--- src/rtl/ram_req_bridge.sv ---
`default_nettype none
// ============================================================================
// Module      : ram_req_bridge
// Description : In-order request bridge in front of the DPI RAM model. Queues
//               client read/write requests, issues them on the RAM model's
//               valid/ready request pins under outstanding-credit limits, and
//               collects read data into a response FIFO and write completions
//               into a one-cycle done pulse.
// Revision    : 1.0 - initial release
// ============================================================================
module ram_req_bridge #(
    parameter int REQ_DEPTH  = 4,
    parameter int MAX_RD_OUT = 4,
    parameter int MAX_WR_OUT = 4,
    parameter int RAW_FENCE  = 1
) (
    input  logic                               clk,
    input  logic                               rst_n,
    // client request side
    input  logic                               req_valid,
    output logic                               req_ready,
    input  logic                               req_we,
    input  logic [63:0]                        req_addr,
    input  logic [63:0]                        req_wdata,
    // client response side
    output logic                               rd_rsp_valid,
    input  logic                               rd_rsp_ready,
    output logic [63:0]                        rd_rsp_data,
    output logic                               wr_done,
    // RAM model request side
    output logic                               rvalid,
    output logic [63:0]                        raddr,
    output logic                               wvalid,
    output logic [63:0]                        waddr,
    output logic [63:0]                        wdata,
    input  logic                               readReady,
    input  logic                               writeReady,
    // RAM model completion side
    input  logic                               readfin,
    input  logic                               writefin,
    input  logic [63:0]                        rdata,
    // status
    output logic [$clog2(MAX_RD_OUT+1)-1:0]    rd_outstanding,
    output logic [$clog2(MAX_WR_OUT+1)-1:0]    wr_outstanding,
    output logic                               idle,
    output logic                               err
);

    localparam int QAW = $clog2(REQ_DEPTH);
    localparam int RDW = $clog2(MAX_RD_OUT + 1);
    localparam int WRW = $clog2(MAX_WR_OUT + 1);
    localparam int RIW = (MAX_RD_OUT > 1) ? $clog2(MAX_RD_OUT) : 1;
    localparam int RCW = RIW + 1;

    // ------------------------------------------------------------------
    // State
    // ------------------------------------------------------------------
    logic [QAW:0]   req_wptr_q, req_wptr_d;
    logic [QAW:0]   req_rptr_q, req_rptr_d;
    logic           req_we_mem_q   [REQ_DEPTH];
    logic           req_we_mem_d   [REQ_DEPTH];
    logic [63:0]    req_addr_mem_q [REQ_DEPTH];
    logic [63:0]    req_addr_mem_d [REQ_DEPTH];
    logic [63:0]    req_data_mem_q [REQ_DEPTH];
    logic [63:0]    req_data_mem_d [REQ_DEPTH];

    logic [RIW:0]   rsp_wptr_q, rsp_wptr_d;
    logic [RIW:0]   rsp_rptr_q, rsp_rptr_d;
    logic [63:0]    rsp_mem_q [MAX_RD_OUT];
    logic [63:0]    rsp_mem_d [MAX_RD_OUT];

    logic [RDW-1:0] rd_out_q, rd_out_d;
    logic [WRW-1:0] wr_out_q, wr_out_d;
    logic           wr_done_q, wr_done_d;
    logic           err_q, err_d;

    // ------------------------------------------------------------------
    // Derived (state-only) decode
    // ------------------------------------------------------------------
    logic [QAW-1:0] head_idx;
    logic           req_empty;
    logic           req_full;
    logic           head_we;
    logic           rsp_empty;
    logic [RCW-1:0] rsp_count;
    logic           rd_credit_ok;
    logic           wr_credit_ok;
    logic           fence_ok;
    logic           rd_sel;
    logic           wr_sel;

    // Response pointers carry a wrap bit so non power-of-two depths still work.
    function automatic logic [RIW:0] rsp_ptr_inc(input logic [RIW:0] p);
        if (p[RIW-1:0] == RIW'(MAX_RD_OUT - 1)) begin
            return {~p[RIW], {RIW{1'b0}}};
        end
        return {p[RIW], p[RIW-1:0] + RIW'(1)};
    endfunction

    assign head_idx  = req_rptr_q[QAW-1:0];
    assign req_empty = (req_wptr_q == req_rptr_q);
    assign req_full  = (req_wptr_q[QAW] != req_rptr_q[QAW]) &&
                       (req_wptr_q[QAW-1:0] == req_rptr_q[QAW-1:0]);
    assign head_we   = req_we_mem_q[head_idx];
    assign rsp_empty = (rsp_wptr_q == rsp_rptr_q);

    // Response occupancy from the wrap-bit pointer pair.
    always_comb begin
        rsp_count = '0;
        if (rsp_wptr_q[RIW] == rsp_rptr_q[RIW]) begin
            rsp_count = {1'b0, rsp_wptr_q[RIW-1:0]} - {1'b0, rsp_rptr_q[RIW-1:0]};
        end else begin
            rsp_count = RCW'(MAX_RD_OUT) - {1'b0, rsp_rptr_q[RIW-1:0]}
                      + {1'b0, rsp_wptr_q[RIW-1:0]};
        end
    end

    // Read credit covers both in-flight reads and data parked in the response
    // FIFO, which is what keeps the non-backpressurable readfin from overflowing.
    assign rd_credit_ok = (32'(rd_out_q) + 32'(rsp_count)) < 32'(MAX_RD_OUT);
    assign wr_credit_ok = 32'(wr_out_q) < 32'(MAX_WR_OUT);
    assign fence_ok     = (RAW_FENCE == 0) || (wr_out_q == '0);

    assign rd_sel = !req_empty && !head_we && rd_credit_ok && fence_ok;
    assign wr_sel = !req_empty &&  head_we && wr_credit_ok;

    // Request-side outputs decode registered state only; addresses are zeroed
    // when not valid so stale FIFO contents never appear on the pins.
    assign rvalid    = rd_sel;
    assign raddr     = rd_sel ? req_addr_mem_q[head_idx] : 64'd0;
    assign wvalid    = wr_sel;
    assign waddr     = wr_sel ? req_addr_mem_q[head_idx] : 64'd0;
    assign wdata     = wr_sel ? req_data_mem_q[head_idx] : 64'd0;
    assign req_ready = !req_full;

    assign rd_rsp_valid   = !rsp_empty;
    assign rd_rsp_data    = rsp_empty ? 64'd0 : rsp_mem_q[rsp_rptr_q[RIW-1:0]];
    assign wr_done        = wr_done_q;
    assign rd_outstanding = rd_out_q;
    assign wr_outstanding = wr_out_q;
    assign err            = err_q;
    assign idle           = req_empty && rsp_empty && (rd_out_q == '0) && (wr_out_q == '0);

    // ------------------------------------------------------------------
    // Events
    // ------------------------------------------------------------------
    logic req_push;
    logic issue_rd;
    logic issue_wr;
    logic rd_fin_ok;
    logic wr_fin_ok;
    logic rsp_pop;

    assign req_push  = req_valid && !req_full;
    assign issue_rd  = rd_sel && readReady;
    assign issue_wr  = wr_sel && writeReady;
    assign rd_fin_ok = readfin  && (rd_out_q != '0);
    assign wr_fin_ok = writefin && (wr_out_q != '0);
    assign rsp_pop   = rd_rsp_ready && !rsp_empty;

    // Request FIFO next state: push at the tail, pop the head on issue.
    always_comb begin
        req_wptr_d     = req_wptr_q;
        req_rptr_d     = req_rptr_q;
        req_we_mem_d   = req_we_mem_q;
        req_addr_mem_d = req_addr_mem_q;
        req_data_mem_d = req_data_mem_q;
        if (req_push) begin
            req_we_mem_d[req_wptr_q[QAW-1:0]]   = req_we;
            req_addr_mem_d[req_wptr_q[QAW-1:0]] = req_addr;
            req_data_mem_d[req_wptr_q[QAW-1:0]] = req_wdata;
            req_wptr_d = req_wptr_q + (QAW+1)'(1);
        end
        if (issue_rd || issue_wr) begin
            req_rptr_d = req_rptr_q + (QAW+1)'(1);
        end
    end

    // Response FIFO next state: accepted readfin pushes, client ready pops.
    always_comb begin
        rsp_wptr_d = rsp_wptr_q;
        rsp_rptr_d = rsp_rptr_q;
        rsp_mem_d  = rsp_mem_q;
        if (rd_fin_ok) begin
            rsp_mem_d[rsp_wptr_q[RIW-1:0]] = rdata;
            rsp_wptr_d = rsp_ptr_inc(rsp_wptr_q);
        end
        if (rsp_pop) begin
            rsp_rptr_d = rsp_ptr_inc(rsp_rptr_q);
        end
    end

    // Outstanding counters, write-done pulse and sticky error.
    always_comb begin
        rd_out_d  = rd_out_q;
        wr_out_d  = wr_out_q;
        wr_done_d = wr_fin_ok;
        err_d     = err_q || (readfin && (rd_out_q == '0)) || (writefin && (wr_out_q == '0));
        case ({issue_rd, rd_fin_ok})
            2'b10:   rd_out_d = rd_out_q + RDW'(1);
            2'b01:   rd_out_d = rd_out_q - RDW'(1);
            default: rd_out_d = rd_out_q;
        endcase
        case ({issue_wr, wr_fin_ok})
            2'b10:   wr_out_d = wr_out_q + WRW'(1);
            2'b01:   wr_out_d = wr_out_q - WRW'(1);
            default: wr_out_d = wr_out_q;
        endcase
    end

    // State registers with asynchronous clear.
    always_ff @(posedge clk or negedge rst_n) begin
        if (!rst_n) begin
            req_wptr_q <= '0;
            req_rptr_q <= '0;
            for (int i = 0; i < REQ_DEPTH; i++) begin
                req_we_mem_q[i]   <= 1'b0;
                req_addr_mem_q[i] <= 64'd0;
                req_data_mem_q[i] <= 64'd0;
            end
            rsp_wptr_q <= '0;
            rsp_rptr_q <= '0;
            for (int i = 0; i < MAX_RD_OUT; i++) begin
                rsp_mem_q[i] <= 64'd0;
            end
            rd_out_q  <= '0;
            wr_out_q  <= '0;
            wr_done_q <= 1'b0;
            err_q     <= 1'b0;
        end else begin
            req_wptr_q     <= req_wptr_d;
            req_rptr_q     <= req_rptr_d;
            req_we_mem_q   <= req_we_mem_d;
            req_addr_mem_q <= req_addr_mem_d;
            req_data_mem_q <= req_data_mem_d;
            rsp_wptr_q     <= rsp_wptr_d;
            rsp_rptr_q     <= rsp_rptr_d;
            rsp_mem_q      <= rsp_mem_d;
            rd_out_q       <= rd_out_d;
            wr_out_q       <= wr_out_d;
            wr_done_q      <= wr_done_d;
            err_q          <= err_d;
        end
    end

endmodule
`default_nettype wire

--- config.mk ---
export PLATFORM = sky130hd
export DESIGN_NAME = ram_req_bridge
export DESIGN_NICKNAME = d
export VERILOG_FILES = /design/src/rtl/ram_req_bridge.sv
export SDC_FILE = /design/constraint.sdc
export NUM_CORES = 1
export LEC_CHECK = 0
export ABC_AREA = 1
export CELL_PAD_IN_SITES_DETAIL_PLACEMENT = 1
export CELL_PAD_IN_SITES_GLOBAL_PLACEMENT = 1
export CORE_MARGIN = 2
export CORE_UTILIZATION = 25
export CTS_CLUSTER_SIZE = 14
export DETAILED_ROUTE_END_ITERATION = 7
export PLACE_DENSITY_LB_ADDON = 0.08
export SYNTH_ARGS = -nofsm -noshare
export SYNTH_HDL_FRONTEND = slang
export SYNTH_SLANG_ARGS = --single-unit
--- constraint.sdc ---
create_clock -name clk -period 3.05 [get_ports clk]
set_clock_uncertainty 0.15 [all_clocks]
set_input_delay 0.305 -clock clk [delete_from_list [all_inputs] [get_ports clk]]
set_output_delay 0.305 -clock clk [all_outputs]
set_load 0.05 [all_outputs]
==> qor.txt <==
Avg Cell Area, Syn: 8.14 um2
Largest net degree at the start of global routing: 130
Vias in the first global route: 34.6k
Total CTS buffers: 101
Wirelength per Cell: 22.2 um
Routed Antenna Nets: 0
Fmax: 256 MHz
DRT iter0 DRCs: 1686
Status: complete, but fails checks
Type of the worst min-delay path: primary input to flop
Cell variety after synth: 32
Port bufs: 469
Crit end category: primary output
Fin. Hold Viols: 0
# setup viols final: 193
Fillers: 16.8k
Gr busiest metal: met2
DRT Pass-1 Iters: 4
Die H: 389 um
Yosys reg bits: 792
Critical-path maximum fanout: 10
Die Outline Area: 151000 um2
Top cells by area, synth: dfrtp_1 (54%), nand2_1 (13%), o21ai_0 (11%)
Initial antenna violation count: 26
Worst Path Arrival: 3450 ps
M2 GR Usage: 31.9%
Startpoint Class: flop
Layout cell share with drive strength beyond 1: 20.0%
Clk slew on worst S/H paths: 60 ps
Max-slew violation count: 0
Maximum root-to-sink buffer count: 3
Final worst-path cycle share: 128%
Via density: 4.68
Share of synthesized registers carrying an async set or reset: 100%
H-tree levels: 3
Most frequent cells after synthesis: nand2_1 (1253), o21ai_0 (799), dfrtp_1 (792)
Post-Syn Nets: 4767
Rel. slew slack: 33.8%
Global-route met3 utilization: 3.71%
Pwr dens: 1320 nW/um2
Worst slew pin tran: 993 ps
Max Cap Viol: 0
Clock sinks: 792
Dpl ws: -215 ps
Hold WS: 89.7 ps
Crit-path slowest cell: dfrtp_1
CP max stage delay: 390 ps
Core Box Area: 147000 um2
Global Route met1 Usage: 27.6%
Leading area contributor after synthesis: dfrtp_1
Gpl congestion: 0.731
Min Clock Period, post-route: 3910 ps
Aggregate global routing overflow: 0
DP Wirelength: 84400 um
First-pass GRT wire length: 229000 um
Clk root buf: clkbuf_16
Leakage: 23.5 nW
I/O Pins: 470
Max IR drop VDD: 0.932 mV
Via total after detailed routing: 33.0k
Total wire length: 156000 um
Chip Width: 389 um
Initial core utilization: 25.1%
DRC: 0
Prevailing post-synth register cell: dfrtp_1
RSZ-0062 raised after global routing: yes
Yosys warning count: 0
Most frequent cell after synthesis: nand2_1
Syn Std Cell Area: 37000 um2
Final worst slack: -856 ps
Violated checks: setup timing
Critical Path RT: 2590 ps
CTS tree: built
Post-synth EDFFs: 0
Num rows: 141
Fin nets: 5250
Layout area overhead: 45.2%
Sequential cell area fraction in the yosys report: 53.6%
Area share of the largest cell type after synthesis: 53.6%
Gate Count Post-Synth: 4547
Setup CP Type: flop to primary output
CP cell instances: inv_2 -> ha_4 -> inv_2 -> fa_2 -> xor2_1 -> inv_1 -> ha_1 -> nor2_1 -> nand3_1 -> nor2_2 -> buf_4 -> nand3_4 -> buf_12 -> buf_12 -> buf_16 -> nor2_4 -> buf_12
Critical Path Most Common Cell: buf_12
GR Util All Layers: 19.9%
Later-pin clock latency in the skew report: 700 ps
[worst max-delay path, delay by kind of cell (launching register included)]
kind	cells	cell delay (ps)
flip-flops	1	390
AND/OR/NAND/NOR	5	540
XOR/XNOR	1	170
adder cells (fa/ha/maj)	3	740
buffers and inverters	8	890
[path summary, 6_finish.rpt]
check	start	to	slack, ps	cells after the start
worst max-delay path	rsp_wptr_q[0]	raddr[39]	-860	17
worst min-delay path	rdata[35]	rsp_mem_q[35]	90	3
worst max register to register	rsp_rptr_q[0]	rd_outstanding[2]	-10	15
worst min register to register	rsp_mem_q[35]	rsp_mem_q[35]	310	2
max in group asynchronous	rst_n	req_data_mem_q[160]	1150	4
min in group asynchronous	rst_n	req_data_mem_q[169]	550	3
[sequential cells by signal, indices dropped and copies added, names as in the netlist]
signal	count
req_data_mem_q	256
req_wptr_q	3
wr_outstanding	3
err	1
rsp_mem_q	256
req_addr_mem_q	256
rsp_wptr_q	3
rd_outstanding	3
req_we_mem_q	4
rsp_rptr_q	3
req_rptr_q	3
wr_done	1
[cells in the final DEF (no fill, tap or decap), types with 6 or more instances in the layout]
cell type and n:
a21oi_4 67, o21ai_1 211, nand3_1 8, o21ai_0 749
nor2_1 31, bufinv_16 8, xor2_1 8, dfrtp_1 788
ha_1 13, inv_1 411, nor2_2 21, nand2_1 1246
o21ai_2 9, clkbuf_16 121, inv_2 8, nor2_4 90
clkinv_2 29, clkbuf_8 26, diode_2 8, buf_6 67
buf_4 105, nand2_4 6, buf_8 13, clkdlybuf4s50_1 207
buf_16 32, a21oi_2 50, a21oi_1 398, clkbuf_1 11
mux2_2 64, buf_12 263, inv_6 7
[power by group]
part           leakage (nW)  internal [W]  total [W]  switching, W
sequential             9.77        0.0155     0.0174       0.00188
combinational          12.0        0.0150     0.0410        0.0260
clock                  1.72       0.00739     0.0125       0.00511
total                  23.5        0.0379     0.0709        0.0330
[routing by layer]
| metal | part of all wire, % | up-vias |
|---|---|---|
| li1 | - | 15660 |
| met1 | 47 | 16592 |
| met2 | 46 | 524 |
| met3 | 4.2 | 183 |
| met4 | 1.8 | 20 |
| met5 | 0.086 | - |
[cell families (layout without fill, tap and decap cells)]
kind of cell / after synthesis / after routing / synth area share (%)
compound gates: 1487 / 1487 / 20.1
xor+xnor: 11 / 11 / 0.260
fa+ha+maj: 19 / 19 / 0.703
buf+inv: 760 / 1325 / 8.81
flops: 792 / 792 / 53.6
mux: 64 / 64 / 1.95
other cells: 0 / 8 / 0
simple gates: 1414 / 1414 / 14.6
[repair_timing]
action / in CTS / in global routing
gates resized for setup: 295 / 241
pin swaps: 21 / 36
setup buffers: 33 / 35
hold buffers: 3 / 0
cloned: 27 / 26
setup endpoints to repair: 262 / 348
endpoints found under the hold margin: 473 / 0
[per-stage QoR]
step / std cells / util, % / cell area [um2] / setup TNS [ps] / power, W
6_report: 7050 / 36.5 / 53700 / -67840 / 0.0709
5_1_grt: 7047 / 36.5 / 53700 / -101770 / 0.0755
4_1_cts: 6991 / 35.3 / 52100 / -86870 / 0.0686
3_5_place_dp: 6751 / 31.4 / 46300 / -9770 / 0.0510
3_3_place_gp: 6751 / 31.4 / 46300 / -12590 / 0.0506
2_1_floorplan: 4547 / - / 37300 / -4070 / 0.0375
[final cells by class]
class,count,area (um2),area share [%]
clock buffers,138,2930,5.45
diodes,8,20.0,0.0373
repair buffers,715,10600,19.8
inverters,425,1630,3.03
well taps,1930,2410,4.50
clock inverters,47,508,0.946
multi-input cells,2995,15700,29.3
flip-flops and latches,792,19800,36.9
Power figures use the tool's default switching activity.
